## src/rtl/udt_pkt_encode.sv

```systemverilog
// udt_pkt_encode: transmit-side UDT data-packet framer.
// Accepts a message command (length in 32-bit words) and a payload word stream.
// Each message is cut into packets of at most MSS_WORDS payload words. Every
// packet starts with four header words: sequence number, FF/O/message number,
// timestamp and destination socket ID.
// The block keeps the 31-bit packet sequence number, the 29-bit message number
// and a free-running microsecond timestamp.
module udt_pkt_encode #(
   parameter int unsigned MSS_WORDS  = 366,
   parameter int unsigned CLK_PER_US = 200,
   parameter logic [30:0] INIT_SEQ   = 31'd0,
   parameter logic [28:0] INIT_MSGNO = 29'd0
) (
   input  logic        clk,
   input  logic        rst_n,
   input  logic [31:0] cfg_dst_sock_id,
   input  logic [30:0] cfg_isn,
   input  logic        cfg_isn_load,
   input  logic        cfg_in_order,
   input  logic        cmd_valid,
   output logic        cmd_ready,
   input  logic [15:0] cmd_len,
   input  logic [31:0] s_data,
   input  logic        s_valid,
   output logic        s_ready,
   output logic [31:0] m_data,
   output logic        m_valid,
   input  logic        m_ready,
   output logic        m_last,
   output logic [30:0] cur_seq,
   output logic [28:0] cur_msgno,
   output logic        err_len
);

   localparam logic [31:0]      MSS32   = 32'(MSS_WORDS);
   localparam int               DIV_W   = (CLK_PER_US > 1) ? $clog2(CLK_PER_US) : 1;
   localparam logic [DIV_W-1:0] DIV_MAX = DIV_W'(CLK_PER_US - 1);

   typedef enum logic [1:0] {
      S_IDLE,
      S_HDR,
      S_PAYLOAD
   } state_t;

   state_t           state_q, state_d;
   logic [15:0]      rem_q, rem_d;        // payload words left in the message
   logic [15:0]      pcnt_q, pcnt_d;      // payload words left in the packet
   logic             first_q, first_d;    // current packet is the first fragment
   logic [1:0]       hidx_q, hidx_d;      // header word index
   logic [30:0]      seq_q, seq_d;
   logic [28:0]      msgno_q, msgno_d;
   logic [31:0]      tslat_q, tslat_d;    // timestamp captured on entry to HDR
   logic             err_q, err_d;
   logic [31:0]      mdata_q, mdata_d;
   logic             mvalid_q, mvalid_d;
   logic             mlast_q, mlast_d;
   logic [31:0]      ts_q;
   logic [DIV_W-1:0] div_q;
   logic             run_q;               // low while in reset, high from the first clock after

   logic             adv;
   logic             last_frag;
   logic [15:0]      plen;
   logic             cmd_fire;

   // The output register may take a new word when it is empty or being drained.
   assign adv       = !mvalid_q || m_ready;
   // Remaining message fits in one packet: this is the final fragment.
   assign last_frag = ({16'd0, rem_q} <= MSS32);
   assign plen      = last_frag ? rem_q : MSS32[15:0];

   assign m_data    = mdata_q;
   assign m_valid   = mvalid_q;
   assign m_last    = mlast_q;
   assign cur_seq   = seq_q;
   assign cur_msgno = msgno_q;
   assign err_len   = err_q;

   // Next-state, header/payload muxing and handshake generation.
   always_comb begin
      state_d   = state_q;
      rem_d     = rem_q;
      pcnt_d    = pcnt_q;
      first_d   = first_q;
      hidx_d    = hidx_q;
      seq_d     = seq_q;
      msgno_d   = msgno_q;
      tslat_d   = tslat_q;
      err_d     = err_q;
      mdata_d   = mdata_q;
      mvalid_d  = mvalid_q;
      mlast_d   = mlast_q;
      cmd_ready = 1'b0;
      s_ready   = 1'b0;
      cmd_fire  = 1'b0;

      // A word leaving the output register empties it unless replaced below.
      if (adv) begin
         mvalid_d = 1'b0;
         mlast_d  = 1'b0;
      end

      case (state_q)
         S_IDLE: begin
            // A sequence-number load takes priority; the command waits a cycle.
            cmd_ready = run_q && !cfg_isn_load;
            cmd_fire  = cmd_valid && cmd_ready;
            if (run_q && cfg_isn_load) begin
               seq_d = cfg_isn;
            end else if (cmd_fire) begin
               if (cmd_len == 16'd0) begin
                  err_d = 1'b1;
               end else begin
                  rem_d   = cmd_len;
                  first_d = 1'b1;
                  hidx_d  = 2'd0;
                  tslat_d = ts_q;
                  state_d = S_HDR;
               end
            end
         end

         S_HDR: begin
            // Header words go out back to back, independent of s_valid.
            if (adv) begin
               mvalid_d = 1'b1;
               mlast_d  = 1'b0;
               case (hidx_q)
                  2'd0:    mdata_d = {1'b0, seq_q};
                  2'd1:    mdata_d = {first_q, last_frag, cfg_in_order, msgno_q};
                  2'd2:    mdata_d = tslat_q;
                  default: mdata_d = cfg_dst_sock_id;
               endcase
               hidx_d = hidx_q + 2'd1;
               if (hidx_q == 2'd3) begin
                  pcnt_d  = plen;
                  state_d = S_PAYLOAD;
               end
            end
         end

         S_PAYLOAD: begin
            // Payload passes straight through the output register, one cycle late.
            s_ready = adv;
            if (s_valid && adv) begin
               mvalid_d = 1'b1;
               mdata_d  = s_data;
               rem_d    = rem_q - 16'd1;
               pcnt_d   = pcnt_q - 16'd1;
               if (pcnt_q == 16'd1) begin
                  mlast_d = 1'b1;
                  seq_d   = seq_q + 31'd1;
                  if (rem_q == 16'd1) begin
                     msgno_d = msgno_q + 29'd1;
                     state_d = S_IDLE;
                  end else begin
                     first_d = 1'b0;
                     hidx_d  = 2'd0;
                     tslat_d = ts_q;
                     state_d = S_HDR;
                  end
               end
            end
         end

         default: state_d = S_IDLE;
      endcase
   end

   // Framer state, counters and output register.
   always_ff @(posedge clk or negedge rst_n) begin
      if (!rst_n) begin
         state_q  <= S_IDLE;
         rem_q    <= 16'd0;
         pcnt_q   <= 16'd0;
         first_q  <= 1'b0;
         hidx_q   <= 2'd0;
         seq_q    <= INIT_SEQ;
         msgno_q  <= INIT_MSGNO;
         tslat_q  <= 32'd0;
         err_q    <= 1'b0;
         mdata_q  <= 32'd0;
         mvalid_q <= 1'b0;
         mlast_q  <= 1'b0;
      end else begin
         state_q  <= state_d;
         rem_q    <= rem_d;
         pcnt_q   <= pcnt_d;
         first_q  <= first_d;
         hidx_q   <= hidx_d;
         seq_q    <= seq_d;
         msgno_q  <= msgno_d;
         tslat_q  <= tslat_d;
         err_q    <= err_d;
         mdata_q  <= mdata_d;
         mvalid_q <= mvalid_d;
         mlast_q  <= mlast_d;
      end
   end

   // Microsecond timestamp: prescaler of CLK_PER_US cycles, 32-bit wrapping count.
   always_ff @(posedge clk or negedge rst_n) begin
      if (!rst_n) begin
         div_q <= '0;
         ts_q  <= 32'd0;
      end else if (div_q == DIV_MAX) begin
         div_q <= '0;
         ts_q  <= ts_q + 32'd1;
      end else begin
         div_q <= div_q + 1'b1;
      end
   end

   // Keeps cmd_ready low while reset is asserted.
   always_ff @(posedge clk or negedge rst_n) begin
      if (!rst_n) run_q <= 1'b0;
      else        run_q <= 1'b1;
   end

endmodule
```

## config.mk

```make
export PLATFORM = sky130hd
export DESIGN_NAME = udt_pkt_encode
export DESIGN_NICKNAME = d
export VERILOG_FILES = /design/src/rtl/udt_pkt_encode.sv
export SDC_FILE = /design/constraint.sdc
export NUM_CORES = 1
export LEC_CHECK = 0
export CORE_UTILIZATION = 40
export DETAILED_ROUTE_END_ITERATION = 8
export GPL_TIMING_DRIVEN = 0
export PLACE_DENSITY = 0.71
export SETUP_SLACK_MARGIN = 0.05
export SYNTH_ARGS = -nofsm -noshare
export SYNTH_HDL_FRONTEND = slang
export SYNTH_SLANG_ARGS = --single-unit
```

## constraint.sdc

```tcl
create_clock -name clk -period 3.15 [get_ports clk]
set_clock_uncertainty 0.15 [all_clocks]
set_input_delay 0.945 -clock clk [delete_from_list [all_inputs] [get_ports clk]]
set_output_delay 0.945 -clock clk [all_outputs]
set_load 0.01 [all_outputs]
```

==> flow_summary.json <==
{
  "status": "complete, no violations",
  "synth_top_area_share_pct": 45.13,
  "hold_class": "in2async",
  "die_w_um": 170.6,
  "slew_headroom_pct": 50.24,
  "p_clk_share_pct": 22.7,
  "async_reset_ff_share_pct": 100.0,
  "yosysWarnings": 0,
  "dieArea_sq_um": 29100,
  "reg2reg_depth": 9,
  "syn_area_sq_um": 11370,
  "syn_avg_cell_area_sq_um": 9.757,
  "ys_types": 79,
  "std_cell_rows": 61,
  "numCtsBuffers": 24,
  "n_antenna_cell": 0,
  "drc": 0,
  "combPwrFrac_pct": 45.0,
  "fill_cells": 2436,
  "rsz0062_at_grt": "false",
  "pre_cts_ws_ps": -1070,
  "synth_edf_count": 0,
  "tns_ps": 0,
  "p_leak_nw": 6.440,
  "areaGrowthSynthToFinish_pct": 33.20,
  "drt-pass1-iter-count": 6,
  "finalMaxSlewViolations": 0,
  "endpoint_kind": "flip-flop",
  "cts.htree.levels": 1,
  "root_buffer": "clkbuf_16",
  "drt_iter0_drc": 1349,
  "synthCells": 1165,
  "hold_viol": 0,
  "regArea_sq_um": 5131,
  "p_sw_share_pct": 40.43,
  "drv_cap": 0,
  "clk_latency_ps": 520,
  "powerDensity_nw_per_um2": 843.6,
  "synthFlopType": "dfrtp_1",
  "routed_wl_um": 38860,
  "tightest_slew_ps": 746.4,
  "yosysSeqAreaShare_pct": 45.13,
  "min_period_ps": 3055,
  "die_y_um": 170.6,
  "p_total_w": 0.01277,
  "vias": 10650,
  "synthTopCellsByArea": "dfrtp_1 (45%), nand2_1 (4.7%), mux2_4 (3.6%)",
  "dpl.hpwl_um": 28490,
  "clockBufferDepth": 3,
  "min_period_over_period_pct": 96.99,
  "initial_core_util_pct": 40.80,
  "core_area_sq_um": 27860,
  "syn_nets": 1301,
  "yosys.area.top_type": "dfrtp_1",
  "switchingPower_w": 0.005163,
  "multi_input_area_sq_um": 5867,
  "grt_pass1_wl_um": 59160,
  "worstSetupPathType": "reg2reg",
  "worstSetupStartpointType": "flip-flop",
  "critPathMaxFanout": 10,
  "drive_gt1_share_pct": 10.99,
  "wire_per_inst_um": 21.40,
  "cp.required_ps": 3380,
  "ant_nets": 0,
  "antenna_found_initial": 0,
  "cts_tree": "built",
  "place_congestion": 0.9091,
  "worst_slack_ps": 94.80,
  "cts.sinks": 205,
  "grt_pass1_vias": 10160,
  "seq_power_share_pct": 32.3,
  "intPower_w": 0.007609,
  "critical_path_arrival_ps": 3290,
  "grtUsageTotal_pct": 26.62,
  "grt_max_degree": 120,
  "clk_pin_slew_worst_paths_ps": 60,
  "fmax_ghz": 0.3273,
  "ir_drop_v": 0.0004543,
  "fin_nets": 1556,
  "setup_viol": 0,
  "overflow": 0,
  "ios": 215,
  "vias_per_cell": 5.863,
  "port_buffers": 213,
  "ys_ff_latch": 205
}
## final timing paths
check                                   to  slack, ps       start
max in group asynchronous       state_q[1]       1560       rst_n
worst min register to register    div_q[0]        310    div_q[0]
min in group clk                  div_q[0]        310    div_q[0]
worst max register to register   pcnt_q[1]         90  state_q[0]
worst min-delay path            cur_seq[6]        260       rst_n
worst max-delay path             pcnt_q[1]         90  state_q[0]
## placed cells by master, fill, tap and decap left out, drive strengths merged, types with 11 or more instances in the layout
master / instances
dfrtp: 205
clkdlybuf4s50: 204
nand2: 142
nor2: 97
clkbuf: 88
nand3: 60
a21oi: 49
o21ai: 44
xnor2: 41
o22ai: 36
nand4: 35
mux2: 34
buf: 34
o211ai: 33
a31oi: 31
nor3: 30
mux2i: 30
a222oi: 30
xor2: 23
nor4: 23
inv: 22
and3: 18
ha: 18
and4: 11
## worst max-delay path, cell delays in order, from the launching register on
cell and delay [ps]:
dfrtp_1 400, inv_2 100, ha_4 160, buf_4 180
buf_1 590, clkbuf_1 530, clkbuf_2 450, a21oi_1 130
o31ai_1 90, o21ai_0 130
## cell families after synthesis
kind of cell / Yosys count / share of synthesized area [%]
compound gates: 262 / 15.78
buf+inv: 88 / 3.963
xor+xnor: 64 / 4.931
other cells: 1 / 0.03299
simple gates: 463 / 21.28
mux: 64 / 6.902
fa+ha+maj: 18 / 1.981
flops: 205 / 45.13
## power by group through the flow
| stage | clock network [W] | registers [W] | logic [W] |
|---|---|---|---|
| 2_1_floorplan | 0 | 0.00396 | 0.00302 |
| 3_3_place_gp | 0 | 0.00414 | 0.00521 |
| 3_5_place_dp | 0 | 0.00415 | 0.00532 |
| 4_1_cts | 0.00295 | 0.00411 | 0.00564 |
| 5_1_grt | 0.00302 | 0.00419 | 0.00619 |
| 6_report | 0.00290 | 0.00413 | 0.00575 |
## through the flow
step	instances	hold slack (ps)	area [sq um]	util (%)
after global routing	1816	317.9	15140	54.35
after floorplan	1165	282.9	11370	-
after detailed placement	1757	300.4	14000	50.27
after CTS	1810	293.1	15050	54.04
after global placement	1756	298.7	13970	50.16
final	1816	255.6	15140	54.35
## cell type report
type                            instances  share of cell area (%)
Sequential cell                       205                   33.89
Clock inverter                          8                  0.6859
Tap cell                              378                   3.124
Clock buffer                           36                   4.801
Multi-Input combinational cell        872                   38.75
Timing Repair Buffer                  231                   15.47
Buffer                                 67                   2.810
Inverter                               19                  0.4710
## registers in the layout, summed over array words and instances (netlist names)
| signal | flops |
|---|---|
| cur_msgno | 29 |
| cur_seq | 31 |
| div_q | 8 |
| err_len | 1 |
| first_q | 1 |
| hidx_q | 2 |
| m_data | 32 |
| m_last | 1 |
| m_valid | 1 |
| pcnt_q | 16 |
| rem_q | 16 |
| run_q | 1 |
| state_q | 2 |
| ts_q | 32 |
| tslat_q | 32 |
## synthesized netlist by cell type (31+ instances only)
master,n
o22ai_1,36
nand2_1,142
a31oi_1,31
nand4_1,33
nand3_1,60
clkbuf_1,49
dfrtp_1,205
o21ai_0,43
nor2_1,97
xnor2_1,41
a21oi_1,49
o211ai_1,33
## metal layers
layer,vias to the layer above,routed length (um),track usage [%]
met5,-,0,0
met4,0,1407,9.675
met3,81,3799,5.112
met2,547,17710,41.69
met1,5159,15950,36.58
li1,4861,-,-
## repair_timing
item                                    CTS  global route
pin swaps                                 5             6
endpoints found under the setup margin  100            46
gates cloned                              1             0
hold endpoints to repair                  0             0
gates resized for setup                  34            16
hold buffers                              0             0
setup buffers                            10             6
Note: power is estimated with default switching activity, not from simulation.
